**src/rtl/dmem_pkg.sv**
```systemverilog
// Shared types and constants for the synapse32 data memory.
package dmem_pkg;

  localparam int DATA_W = 32;
  localparam int DMEM_DEFAULT_DEPTH = 64;

  typedef logic [DATA_W-1:0] dmem_word_t;

endpackage

```
**src/rtl/dmem_array.sv**
```systemverilog
// Word-wide register file: async clear, one sync write port,
// one combinational read of an index.
module dmem_array
  import dmem_pkg::*;
#(
  parameter int DEPTH = DMEM_DEFAULT_DEPTH,
  parameter int AW    = $clog2(DEPTH)
) (
  input  logic          clk_i,
  input  logic          rst_ni,
  input  logic          we_i,
  input  logic [AW-1:0] waddr_i,
  input  dmem_word_t    wdata_i,
  input  logic [AW-1:0] raddr_i,
  output dmem_word_t    rdata_o
);

  dmem_word_t mem_q [DEPTH];

  always_ff @(posedge clk_i or negedge rst_ni) begin
    if (!rst_ni) begin
      for (int i = 0; i < DEPTH; i++) begin
        mem_q[i] <= '0;
      end
    end else if (we_i) begin
      mem_q[waddr_i] <= wdata_i;
    end
  end

  assign rdata_o = mem_q[raddr_i];

endmodule

```
**src/rtl/dmem.sv**
```systemverilog
// Data memory for the memory stage: word addressing, registered read.
// Define DMEM_BYPASS_EN for write-first behaviour on same-address collisions.
module dmem
  import dmem_pkg::*;
#(
  parameter int DEPTH = DMEM_DEFAULT_DEPTH,
  parameter int AW    = $clog2(DEPTH)
) (
  input  logic        clk,
  input  logic        rst_n,
  input  logic [31:0] read,
  input  logic [31:0] write,
  input  logic        rd_en,
  input  logic        wr_en,
  input  logic [31:0] in_data,
  output logic [31:0] out_data
);

  logic [AW-1:0] ridx;
  logic [AW-1:0] widx;
  dmem_word_t    rdata;
  dmem_word_t    out_d;
  dmem_word_t    out_q;
  logic          unused_hi;

  // Upper address bits are dropped so accesses wrap modulo DEPTH.
  assign ridx      = read[AW-1:0];
  assign widx      = write[AW-1:0];
  assign unused_hi = ^{read[31:AW], write[31:AW]};

  dmem_array #(
    .DEPTH (DEPTH),
    .AW    (AW)
  ) u_array (
    .clk_i   (clk),
    .rst_ni  (rst_n),
    .we_i    (wr_en),
    .waddr_i (widx),
    .wdata_i (in_data),
    .raddr_i (ridx),
    .rdata_o (rdata)
  );

  always_comb begin
    out_d = out_q;
    if (rd_en) begin
`ifdef DMEM_BYPASS_EN
      if (wr_en && (ridx == widx)) begin
        out_d = in_data;
      end else begin
        out_d = rdata;
      end
`else
      out_d = rdata;
`endif
    end
  end

  always_ff @(posedge clk or negedge rst_n) begin
    if (!rst_n) begin
      out_q <= '0;
    end else begin
      out_q <= out_d;
    end
  end

  assign out_data = out_q;

endmodule

```
**config.mk**
```make
export PLATFORM = sky130hd
export DESIGN_NAME = dmem
export DESIGN_NICKNAME = d
export VERILOG_FILES = /design/src/rtl/dmem_pkg.sv /design/src/rtl/dmem_array.sv /design/src/rtl/dmem.sv
export SDC_FILE = /design/constraint.sdc
export NUM_CORES = 2
export LEC_CHECK = 0
export BUFFER_PORTS_ARGS = -buffer_cell sky130_fd_sc_hd__clkbuf_2
export CAP_MARGIN = 30
export CORE_ASPECT_RATIO = 1.75
export CORE_MARGIN = 2
export CORE_UTILIZATION = 55
export DETAILED_ROUTE_END_ITERATION = 8
export PLACE_DENSITY = 0.67
export SLEW_MARGIN = 20
export SYNTH_ARGS = -nofsm -noshare
export SYNTH_HDL_FRONTEND = slang
export SYNTH_SLANG_ARGS = --single-unit
export TNS_END_PERCENT = 30
```
**constraint.sdc**
```tcl
create_clock -name clk -period 2.1 [get_ports clk]
set_input_delay 0.21 -clock clk [delete_from_list [all_inputs] [get_ports clk]]
set_output_delay 0.21 -clock clk [all_outputs]
set_load 0.05 [all_outputs]
```
==> results.json <==
{
  "outcome": "complete, no violations",
  "first_pass_iters": 7,
  "grt-ovfl-total": 0,
  "wl_mm": 270,
  "grt_pass1_wl_mm": 403,
  "synth_edf_count": 0,
  "synth_seq_area_share_pct": 55.4,
  "final.setup.tns_ns": 0,
  "cts_max_level": 4,
  "synth_area_sq_mm": 0.0940,
  "synthToLayoutAreaGrowth_pct": 15.3,
  "hold_viol": 0,
  "synth_area_leaders": "dfrtp_1, mux2_2, mux4_2, mux2i_1, buf_2",
  "ctsLongestPathBuffers": 4,
  "stdcell_area_sq_mm": 0.108,
  "cp_slowest_cell": "dfrtp_1",
  "endpoint_kind": "output pin",
  "fmax_mhz": 487,
  "peakVddDrop_uv": 922,
  "ys_ff_latch": 2080,
  "antenna_found_initial": 11,
  "fin_nets": 6573,
  "worst_pin_slew_ns": 0.873,
  "cts_inserted_buffers": 193,
  "drive_gt1_share_pct": 51.3,
  "postSynthAreaPerCell_sq_um": 15.0,
  "yosysUniqueCellTypes": 37,
  "synth_warnings": 0,
  "critical_path.top_delay_family": "flip-flops",
  "synth_common_cells": "dfrtp_1, mux2_2, mux4_2",
  "utilization_pct": 63.8,
  "nFillCells": 12500,
  "yosysMostFrequentCell": "dfrtp_1",
  "ff_latch_area_sq_mm": 0.0520,
  "grt_pass1_vias": 60900,
  "syn_nets": 6349,
  "drv_slew": 0,
  "dpl_cell_area_sq_mm": 0.102,
  "gp_congestion": 0.832,
  "worstSetupPathType": "flip-flop to output pin",
  "global_route.usage.total_pct": 31.5,
  "path_clk_slew_ns": 0.07,
  "cts.sinks": 2080,
  "cts_root_buf": "clkbuf_16",
  "finalCriticalPeriod_ns": 2.05,
  "rows": 200,
  "setup_violations": 0,
  "postCtsSetupRepairBufs": 0,
  "arrival_ns": 1.84,
  "yosysTopAreaCellShare_pct": 55.4,
  "clock_skew_ns": 0.0292,
  "multi_input_area_sq_mm": 0.0395,
  "min_path_type": "primary input to async pin",
  "crit_chain": "clkbuf_2",
  "power_leakage_uw": 0.0504,
  "synthCells": 6249,
  "ys_async_sr_fraction_pct": 100,
  "drc": 0,
  "hpwl_mm": 174,
  "tritoncts": "yes",
  "dieHeight_microns": 551,
  "critPathLaunchType": "flip-flop",
  "start_util_pct": 55.4,
  "relSlewSlack_pct": 41.8,
  "fp.dieArea_sq_mm": 0.174,
  "wl_per_cell_microns": 30.5,
  "cap_violations": 0,
  "synth_top_flop_cell": "dfrtp_1",
  "vias": 56300,
  "p_per_area_mw_per_mm2": 896,
  "path_max_fanout": 2,
  "die_w_microns": 316,
  "ios": 132,
  "clk_latency_ns": 0.84,
  "worstPathRequired_ns": 1.89,
  "vias_per_cell": 6.36,
  "port_buffers": 79,
  "max_stage_delay_ns": 0.63,
  "core_sq_mm": 0.170,
  "synth_top_area_cell": "dfrtp_1",
  "fin_crit_sh_pct": 97.8,
  "cp_num_buf_inv": 1,
  "grt_max_degree": 127,
  "drtIter0Drc": 3858,
  "antenna_left": 0
}
-- flip-flops by register name (all words and copies together) (netlist names) --
register	flops
out_data	32
u_array.mem_q	2048
-- layout by cell type (no fill, tap or decap), types with 14 or more instances in the layout --
| cell type | instances |
|---|---|
| dfrtp_1 | 2080 |
| mux2_2 | 2005 |
| mux4_2 | 352 |
| buf_4 | 343 |
| mux2i_1 | 224 |
| buf_12 | 224 |
| clkbuf_16 | 195 |
| a22oi_1 | 159 |
| mux2_1 | 107 |
| nor2_1 | 99 |
| nor2b_1 | 98 |
| clkbuf_2 | 75 |
| nand2_1 | 70 |
| o22ai_1 | 64 |
| nor4_1 | 64 |
| a211oi_1 | 64 |
| a21oi_1 | 61 |
| nor2_4 | 50 |
| clkbuf_8 | 47 |
| clkinv_2 | 43 |
| clkbuf_1 | 33 |
| o32ai_1 | 32 |
| o211ai_1 | 31 |
| nand2_2 | 17 |
| dlygate4sd3_1 | 15 |
| bufinv_16 | 14 |
-- where the power goes --
part | switching (uW) | internal (uW)
Combinational | 5840 | 7390
Sequential | 2790 | 45400
Clock | 15200 | 20400
Total | 23900 | 73100
-- layer usage --
| metal | share of wire (%) | GRT usage, % |
|---|---|---|
| met1 | 38 | 38.6 |
| met5 | 0.019 | 0 |
| met3 | 4.6 | 4.09 |
| met2 | 52 | 55.8 |
| met4 | 4.8 | 13.5 |
-- repair_timing --
action	CTS	global route
hold endpoints to repair	2406	0
gates resized for setup	0	3
hold buffers	15	0
setup endpoints to repair	0	3
-- final timing paths --
| check | startpoint | endpoint | slack, ns | depth (start not counted) |
|---|---|---|---|---|
| hold reg to reg | u_array.mem_q[565] | u_array.mem_q[565] | 0.48 | 1 |
| setup / recovery | out_data[20] | out_data[20] | 0.05 | 1 |
| max in group asynchronous | rst_n | u_array.mem_q[865] | 1.10 | 4 |
| min in group clk | rd_en | out_data[14] | 0.07 | 5 |
| setup reg to reg | out_data[20] | out_data[20] | 0.14 | 6 |
| hold / removal | rst_n | u_array.mem_q[1842] | 0.07 | 3 |
-- metrics by stage --
stage	std cells	power, uW	hold slack (ns)	worst slack (ns)
floorplan	6249	56900	-0.0856	0.244
global placement	8485	61300	0.0775	-0.545
detailed placement	8485	62100	0.0797	-0.526
CTS	8838	97600	0.0323	0.0230
global route	8839	101000	0.0724	-0.00284
finish	8844	97000	0.0688	0.0461
-- logic make-up (layout without fill, tap and decap cells) --
family	count (synthesis)	count (layout)	synth area share, %
muxes	2688	2688	36.1
buffers and inverters	630	997	3.04
AOI/OAI and AO/OA	415	415	3.10
DFF	2080	2080	55.4
and+or+nand+nor	436	436	2.32
other	0	6	0
-- cell type report --
| cell class | count | share of cell area, % |
|---|---|---|
| sequential | 2080 | 48.1 |
| multi-input combinational | 3539 | 36.5 |
| timing repair buffer | 659 | 7.03 |
| clock buffer | 275 | 5.22 |
| tap | 2222 | 2.57 |
| clock inverter | 63 | 0.632 |
| antenna | 6 | 0.0139 |
Note: power is estimated with default switching activity, not from simulation.
